File: config.mk
export PLATFORM = sky130hd
export DESIGN_NAME = pipelined_multiplier
export DESIGN_NICKNAME = d
export VERILOG_FILES = /design/src/rtl/mul_pkg.sv /design/src/rtl/mul_pipe_reg.sv /design/src/rtl/pipelined_multiplier.sv
export SDC_FILE = /design/constraint.sdc
export NUM_CORES = 2
export LEC_CHECK = 0
export CORE_UTILIZATION = 55
export DETAILED_ROUTE_END_ITERATION = 10
export PLACE_DENSITY_LB_ADDON = 0.2
export SETUP_SLACK_MARGIN = 0.05
export SKIP_LAST_GASP = 1
export SYNTH_ARGS = -nofsm -noshare
export SYNTH_HDL_FRONTEND = slang
export SYNTH_SLANG_ARGS = --single-unit
File: constraint.sdc
create_clock -name clock -period 6 [get_ports clock]
set_input_delay 1.2 -clock clock [delete_from_list [all_inputs] [get_ports clock]]
set_output_delay 1.2 -clock clock [all_outputs]
set_load 0.005 [all_outputs]
File: src/rtl/mul_pkg.sv
// Shared constants and the reference product for the pipelined multiplier.
// Operands of the reference function are limited to 64 bits.
package mul_pkg;

   localparam int DEF_WIDTH     = 32;
   localparam int DEF_STAGES    = 2;
   localparam int DEF_TAG_WIDTH = 5;
   localparam int DEF_SLICE_W   = DEF_WIDTH / 2;
   localparam int REF_MAX_W     = 64;

   function automatic int mul_slice_w(input int width);
      return width / 2;
   endfunction

   // Low 2*width bits of the (width+1)-bit signed product described by the sign flags.
   function automatic logic [2*REF_MAX_W-1:0] mul_ref_product(
      input logic [REF_MAX_W-1:0] x,
      input logic [REF_MAX_W-1:0] y,
      input logic                 sx,
      input logic                 sy,
      input int                   width
   );
      logic        [REF_MAX_W-1:0]   m;
      logic        [REF_MAX_W-1:0]   xs;
      logic        [REF_MAX_W-1:0]   ys;
      logic signed [2*REF_MAX_W-1:0] ax;
      logic signed [2*REF_MAX_W-1:0] ay;
      logic signed [2*REF_MAX_W-1:0] p;
      logic        [2*REF_MAX_W-1:0] m2;
      m  = (width >= REF_MAX_W) ? '1 : ((64'd1 << width) - 64'd1);
      m2 = (width >= REF_MAX_W) ? '1 : ((128'd1 << (2 * width)) - 128'd1);
      xs = x >> (width - 1);
      ys = y >> (width - 1);
      ax = $signed({64'h0, x & m});
      ay = $signed({64'h0, y & m});
      if (sx && xs[0]) ax = ax | $signed({64'hFFFF_FFFF_FFFF_FFFF, ~m});
      if (sy && ys[0]) ay = ay | $signed({64'hFFFF_FFFF_FFFF_FFFF, ~m});
      p = ax * ay;
      return p & m2;
   endfunction

endpackage

File: src/rtl/mul_pipe_reg.sv
// One valid/ready pipeline slot: holds {valid, payload}, accepts whenever it is
// empty or its content is leaving, and drops its valid bit on flush.
module mul_pipe_reg #(
   parameter int PAYLOAD_W = 8
) (
   input  logic                 clock,
   input  logic                 reset,
   input  logic                 flush,
   input  logic                 up_valid,
   output logic                 up_ready,
   input  logic [PAYLOAD_W-1:0] up_data,
   output logic                 dn_valid,
   input  logic                 dn_ready,
   output logic [PAYLOAD_W-1:0] dn_data
);

   logic                 valid_q, valid_d;
   logic [PAYLOAD_W-1:0] data_q, data_d;

   always_comb begin
      up_ready = ~valid_q | dn_ready;
      valid_d  = valid_q;
      data_d   = data_q;
      if (up_ready) valid_d = up_valid;
      if (up_ready && up_valid) data_d = up_data;
      if (flush) valid_d = 1'b0;
   end

   always_ff @(posedge clock or negedge reset) begin
      if (!reset) begin
         valid_q <= 1'b0;
         data_q  <= '0;
      end else begin
         valid_q <= valid_d;
         data_q  <= data_d;
      end
   end

   assign dn_valid = valid_q;
   assign dn_data  = data_q;

endmodule

File: src/rtl/pipelined_multiplier.sv
// Fully pipelined mixed-signedness multiplier: slot 0 holds four half-width partial
// products, slot 1 their sum, later slots only delay. Valid/ready on both sides.
module pipelined_multiplier
   import mul_pkg::*;
#(
   parameter int WIDTH     = DEF_WIDTH,
   parameter int STAGES    = DEF_STAGES,
   parameter int TAG_WIDTH = DEF_TAG_WIDTH
) (
   input  logic                 clock,
   input  logic                 reset,
   input  logic                 flush,
   input  logic                 in_valid,
   output logic                 in_ready,
   input  logic [WIDTH-1:0]     input1,
   input  logic [WIDTH-1:0]     input2,
   input  logic                 signed1,
   input  logic                 signed2,
   input  logic [TAG_WIDTH-1:0] in_tag,
   output logic                 out_valid,
   input  logic                 out_ready,
   output logic [2*WIDTH-1:0]   result,
   output logic [TAG_WIDTH-1:0] out_tag
);

   localparam int H     = mul_slice_w(WIDTH);
   localparam int PP_W  = WIDTH + 2;
   localparam int RES_W = 2 * WIDTH;
   localparam int P0_W  = TAG_WIDTH + 4 * PP_W;
   localparam int PN_W  = TAG_WIDTH + RES_W;

   logic            vld [0:STAGES];
   logic            rdy [0:STAGES];
   logic [P0_W-1:0] p0_in, p0_out;
   logic [PN_W-1:0] pn_in  [1:STAGES-1];
   logic [PN_W-1:0] pn_out [1:STAGES-1];

   logic [H-1:0]    a_lo, b_lo;
   logic [H:0]      a_hi, b_hi;
   logic [PP_W-1:0] pp_ll, pp_lh, pp_hl, pp_hh;

   function automatic logic [PP_W-1:0] ext_lo(input logic [H-1:0] s);
      return {{(PP_W-H){1'b0}}, s};
   endfunction

   function automatic logic [PP_W-1:0] ext_hi(input logic [H:0] s);
      return {{(PP_W-H-1){s[H]}}, s};
   endfunction

   function automatic logic [RES_W-1:0] sext_pp(input logic [PP_W-1:0] p);
      return {{(RES_W-PP_W){p[PP_W-1]}}, p};
   endfunction

   function automatic logic [RES_W-1:0] sum_pp(
      input logic [PP_W-1:0] ll,
      input logic [PP_W-1:0] lh,
      input logic [PP_W-1:0] hl,
      input logic [PP_W-1:0] hh
   );
      return sext_pp(ll) + (sext_pp(lh) << H) + (sext_pp(hl) << H) + (sext_pp(hh) << WIDTH);
   endfunction

   // Low slices are unsigned; high slices carry the operand's extension bit, so every
   // partial product fits WIDTH+2 bits and modular multiplication is exact.
   always_comb begin
      a_lo  = input1[H-1:0];
      b_lo  = input2[H-1:0];
      a_hi  = {signed1 & input1[WIDTH-1], input1[WIDTH-1:H]};
      b_hi  = {signed2 & input2[WIDTH-1], input2[WIDTH-1:H]};
      pp_ll = ext_lo(a_lo) * ext_lo(b_lo);
      pp_lh = ext_lo(a_lo) * ext_hi(b_hi);
      pp_hl = ext_hi(a_hi) * ext_lo(b_lo);
      pp_hh = ext_hi(a_hi) * ext_hi(b_hi);
   end

   assign vld[0]      = in_valid & ~flush;
   assign in_ready    = ~flush & rdy[0];
   assign rdy[STAGES] = out_ready;
   assign p0_in       = {in_tag, pp_hh, pp_hl, pp_lh, pp_ll};
   assign pn_in[1]    = {p0_out[P0_W-1 -: TAG_WIDTH],
                         sum_pp(p0_out[PP_W-1:0], p0_out[2*PP_W-1 -: PP_W],
                                p0_out[3*PP_W-1 -: PP_W], p0_out[4*PP_W-1 -: PP_W])};

   for (genvar k = 0; k < STAGES; k++) begin : g_slot
      if (k == 0) begin : g_pp
         mul_pipe_reg #(.PAYLOAD_W(P0_W)) u_slot (
            .clock    (clock),
            .reset    (reset),
            .flush    (flush),
            .up_valid (vld[0]),
            .up_ready (rdy[0]),
            .up_data  (p0_in),
            .dn_valid (vld[1]),
            .dn_ready (rdy[1]),
            .dn_data  (p0_out)
         );
      end else begin : g_sum
         mul_pipe_reg #(.PAYLOAD_W(PN_W)) u_slot (
            .clock    (clock),
            .reset    (reset),
            .flush    (flush),
            .up_valid (vld[k]),
            .up_ready (rdy[k]),
            .up_data  (pn_in[k]),
            .dn_valid (vld[k+1]),
            .dn_ready (rdy[k+1]),
            .dn_data  (pn_out[k])
         );
         if (k < STAGES - 1) begin : g_link
            assign pn_in[k+1] = pn_out[k];
         end
      end
   end

   assign out_valid         = vld[STAGES];
   assign {out_tag, result} = pn_out[STAGES-1];

   // Recombining the incoming partial products must reproduce the reference product.
   logic [127:0]     ref_full;
   logic [RES_W-1:0] sum_now;

   always_comb begin
      ref_full = mul_ref_product(64'(input1), 64'(input2), signed1, signed2, WIDTH);
      sum_now  = sum_pp(pp_ll, pp_lh, pp_hl, pp_hh);
      if (reset && in_valid) assert (128'(sum_now) == ref_full);
   end

endmodule

# --- Word level (Yosys, flattened, before mapping) ---
# Cells that the tools add are included.
classes:
  addsub: 3
  multipliers: 4
  div_mod_pow: 0
  n_lt_le_gt_ge: 0
  eq_ne: 0
  shift: 0
  n_mux: 4
  bitwise_logic: 9
  reduce_logical: 4
op_table:
  columns: ["operator", "count"]
  rows:
  - ["$mul 17x17->34", 3]
  - ["$add 64x64->64", 1]
  - ["$add 51x50->52", 1]
  - ["$add 33x50->51", 1]
  - ["$mul 16x16->32", 1]
  - ["$and 1x1->1", 4]
  - ["$mux 1", 4]
  - ["$reduce_bool 2->1", 2]
  - ["$not 1->1", 3]
  - ["$logic_and 1x1->1", 2]
  - ["$or 1x1->1", 2]
word_totals:
  regBits: 210
  latchBits: 0
  ramBits: 0
  romBits: 0
  in_bits: 76
  output_inout_bits: 71
  word_cells: 28
  memories: 0

# --- Logic depth before layout (Yosys ltp) ---
logic_depth:
  ltp_word: 5
  mapped_depth: 28
  mapped_depth_nobuf: 26

# --- Cells and area by module ---
# From an unflattened synthesis, not the netlist that was laid out.
unflattened:
  hier_cells: 5414
  area_unflattened_um2: 51400.5
by_module_without_submodules:
  columns: ["module", "instances", "cells_per_inst", "area_per_inst_um2", "seq_area_each_um2"]
  rows:
  - ["pipelined_multiplier", 1, 4962, 43107.6, 0.0]
  - ["mul_pipe_reg (g_slot[0].g_pp.u_slot)", 1, 302, 5645.4, 3553.4]
  - ["mul_pipe_reg (g_slot[1].g_sum.u_slot)", 1, 150, 2647.5, 1751.7]

# --- Least setup slack after synthesis ---
# No wires, ideal clock.
synth_path:
  path_type: "in2reg"
  from: "in input1[31]"
  to: "reg g_slot[0].g_pp.u_slot.data_q[101]"
  setup_ns: 0.095
  t_arrival_ns: 7.387
  t_required_ns: 5.905
  slack_ns: -1.482
  stages: 26
  n_path_buf: 2
  cell_sequence: "clkbuf_1 > and2_0 > clkbuf_1 > nand2_1 > inv_1 > fa_1 > inv_1 > fa_1 > inv_1 > fa_1 > fa_1 > fa_1 > inv_1 > fa_1 > inv_1 > ha_1 > and2_1 > nand3_1 > nor2_1 > nand2_1 > or3_1 > o31a_1 > a31oi_1 > o211ai_1 > and3_1 > o31ai_1"
synth_via:
  elab_chain_cells: 2
synth_rtl:
  columns: ["element", "line", "text"]
  rows:
  - ["start: declaration", "pipelined_multiplier.sv:15", "input logic [WIDTH-1:0] input1,"]
  - ["$and 1x1->1", "pipelined_multiplier.sv:68", "a_hi = {signed1 & input1[WIDTH-1], input1[WIDTH-1:H]};"]
  - ["$mul 17x17->34 *", "pipelined_multiplier.sv:72", "pp_hl = ext_hi(a_hi) * ext_lo(b_lo);"]
  - ["end signal: assignment", "mul_pipe_reg.sv:35", "data_q <= data_d;"]
  - ["end: declaration", "mul_pipe_reg.sv:18", "logic [PAYLOAD_W-1:0] data_q, data_d;"]
# Every way passes the cells marked *; elsewhere a longest branch is shown, timed or not.
# A chain may end at the register's enable or synchronous reset.

# --- Final worst setup path ---
layout_path:
  from: "in input1[6]"
  to: "reg g_slot[0].g_pp.u_slot.data_q[28]"
layout_via:
  elab_chain_cells: 1
layout_rtl:
  columns: ["element", "line", "text"]
  rows:
  - ["$mul 16x16->32", "pipelined_multiplier.sv:70", "pp_ll = ext_lo(a_lo) * ext_lo(b_lo);"]
# Every way passes these cells.

==> metrics.cfg <==
[timing]
max_slew_margin_pct=26.74
fmax_mhz=149.8
period_needed_ns=6.675
setup-tns-final_ns=-23.84
setup_violations=69
tightestPinTransition_ns=1.099
hold_viol_final=0
rsz0062_at_grt=yes
final_max_slew_viol_count=0
period_share_pct=111.2
setup_ws_ns=-0.6750
fin_skew_ns=0.02147

[status]
violations=negative setup slack
run_status=complete, but fails checks

[cts]
cts_buffers=25
clockRootBuffer=clkbuf_16
cts_buffer_depth=3
cts.sinks=208
htreeDepth=1
clkLatencyLatePin_ns=0.58
clkTransAtPathRegs_ns=0.09
cts_tree=yes

[finish]
final_util_pct=74.73
drive_above_1_share_pct=27.52
finalNetCount=8149
area_growth_pct=34.68
instances_no_fill=7804

[synth]
yosysWarningCount=0
ys_seq_area_share_pct=10.44
syn_area_mm2=0.04987
synth_cell_types=72
async_reset_ff_share_pct=100.0
synth_edf_count=0
synth_top_flop_cell=dfrtp_1
ys_ff_latch=208
synth_area_per_cell_um2=8.885
netlist_instances=5613
synth_nets=7155

[worst_hold_path]
min_from=g_slot[0].g_pp.u_slot.dn_data[138]$_DFFE_PN0P_
min_path_type=flop to flop
hold_depth=2
whs_endpoint=g_slot[1].g_sum.u_slot.dn_data[66]$_DFFE_PN0P_

[setup_path]
critPathKind=primary input to flop
r2r-end=g_slot[1].g_sum.u_slot.dn_data[63]$_DFFE_PN0P_
required_ns=6.47
crit_path_max_fanout=5
r2r_start=g_slot[0].g_pp.u_slot.dn_data[29]$_DFFE_PN0P_
end_kind=flop
cp-start-kind=primary input
r2r_slack_ns=0.20
arrival_ns=7.14
reg2reg_depth=24

[die]
io_pins=147
die_area_mm2=0.09188
initial_core_util_pct=55.49
num_rows=110
die_y_um=303.1
die_w_um=303.1
core_mm2=0.08987

[drt]
vias_per_cell=5.525
wire_per_inst_um=21.11
drt_iter0_markers=3657
drt_wl_total_um=164700
drt.antenna.violating_nets=0
drtPass1Iterations=5
num_vias=43120
drc=0

[global_routing]
grt_pass1_vias=43920
grt_max_degree=146
grt_pass1_wl_um=243700
grt_overflow_total=0
grt.total_usage_pct=34.78
antenna_found_initial=7

[run]
maxCapViolCount=0

[placement]
gp_congestion=0.9278
portBuffers=146
place_inst=7405
hpwl_um=111200

==> final cells by class <==
| cell class | instances | area, um2 |
|---|---|---|
| antenna | 3 | 7.507 |
| multi-input combinational | 3939 | 42300 |
| fill | 6038 | 22710 |
| timing repair buffer | 1218 | 12830 |
| tap | 1176 | 1471 |
| clock buffer | 31 | 668.1 |
| sequential | 208 | 5211 |
| clock inverter | 14 | 113.9 |
| inverter | 1215 | 4566 |
==> worst max-delay path by stage <==
stage,cells after the start,end,slack [ns],start
floorplan,26,g_slot[0].g_pp.u_slot.dn_data[99]$_DFFE_PN0P_,-0.93,input1[31]
detailed placement,23,g_slot[0].g_pp.u_slot.dn_data[133]$_DFFE_PN0P_,-1.62,input1[31]
global placement,24,g_slot[0].g_pp.u_slot.dn_data[133]$_DFFE_PN0P_,-1.57,input2[19]
global route,27,g_slot[0].g_pp.u_slot.dn_data[62]$_DFFE_PN0P_,-0.84,input2[31]
CTS,24,g_slot[0].g_pp.u_slot.dn_data[126]$_DFFE_PN0P_,-0.52,input2[22]
finish,26,g_slot[0].g_pp.u_slot.dn_data[28]$_DFFE_PN0P_,-0.67,input1[6]
==> per-layer routing <==
metal	up-vias	wire, um	GRT usage (%)
met5	-	54	0
li1	18950	-	-
met1	21570	63680	47.45
met4	8	10310	15.45
met2	2026	73950	54.04
met3	564	16720	6.861
==> worst max-delay path, cell delays in order <==
cell and delay [ns]:
buf_12 0.12, buf_12 0.14, buf_4 0.13, buf_6 0.11
and2_4 0.15, fa_1 0.49, inv_1 0.06, fa_1 0.48
inv_1 0.05, fa_1 0.45, fa_1 0.51, fa_1 0.51
inv_1 0.05, fa_1 0.50, inv_2 0.06, ha_4 0.24
and3_4 0.19, buf_6 0.12, a311o_1 0.38, o21ai_2 0.23
o31ai_2 0.09, a31o_2 0.23, buf_6 0.14, a21o_1 0.17
a211oi_2 0.22, o21ai_1 0.09
==> repair_timing <==
action / CTS / global route
setup buffers: 256 / 80
pin swaps: 348 / 390
gates resized for setup: 775 / 406
hold buffers: 0 / 0
cloned: 45 / 6
endpoints found under the setup margin: 91 / 89
==> state kept, by name, summed over array words and instances (netlist names) <==
| name | cells |
|---|---|
| g_slot.g_sum.u_slot.dn_valid | 1 |
| g_slot.g_sum.u_slot.dn_data | 69 |
| g_slot.g_pp.u_slot.dn_data | 137 |
| g_slot.g_pp.u_slot.dn_valid | 1 |
==> cell usage in the layout, fill, tap and decap left out, drive strengths merged, types with 80 or more instances in the layout <==
cell type and count:
a21o 99, a21oi 149, and2 489, buf 1102, clkdlybuf4s50 80, dfrtp 208
fa 982, ha 484, inv 1216, nand2 918, o21ai 194, xnor2 103
==> Yosys cell counts (5+ instances only) <==
library cell	n	area share (%)
a211oi_1	15	0.23
a21boi_0	9	0.14
a21o_1	99	1.5
a21oi_1	149	1.5
a311oi_1	5	0.088
a31o_2	6	0.11
a31oi_1	9	0.11
and2_1	488	6.1
and3_1	30	0.38
buf_1	7	0.053
clkbuf_1	244	1.8
dfrtp_1	208	10
fa_1	982	39
ha_1	484	12
inv_1	1215	9.1
mux2_2	6	0.14
nand2_1	918	6.9
nand2b_1	23	0.29
nand3_1	40	0.40
nand4_1	15	0.19
nor2_1	70	0.53
nor2b_1	24	0.30
nor3_1	20	0.20
nor3b_1	6	0.090
nor4_1	5	0.063
o2111ai_1	6	0.11
o211ai_1	9	0.14
o21a_1	21	0.32
o21ai_0	188	1.9
o21ai_1	5	0.050
o21bai_1	22	0.33
o31ai_1	19	0.29
or2_2	20	0.25
or3_1	9	0.11
xnor2_1	103	1.8
xor2_1	66	1.2
==> kinds of logic (layout without fill, tap and decap cells) <==
group                      Yosys count  count (layout)  synth area share (%)
buffers and inverters             1466            2478                 11.03
muxes                               10              10                0.2158
AOI/OAI and AO/OA                  607             607                 7.637
other                                0               3                     0
DFF                                208             208                 10.44
adders and majority gates         1466            1466                 51.56
xor gates and xnor gates           169             169                 2.968
and+or+nand+nor                   1687            1687                 16.14
==> stage by stage <==
step	hold slack (ns)	worst slack, ns	area, um2
after CTS	0.4679	-0.5173	65230
after detailed placement	0.4521	-1.623	59270
after floorplan	0.4386	-0.9311	51160
after global routing	0.4939	-0.8404	67160
final	0.4636	-0.6750	67170
after global placement	0.4478	-1.567	59270
Power is left out: the tool's default activity adds up to more than one toggle a clock period on the data nets, which glitch-free logic cannot reach.
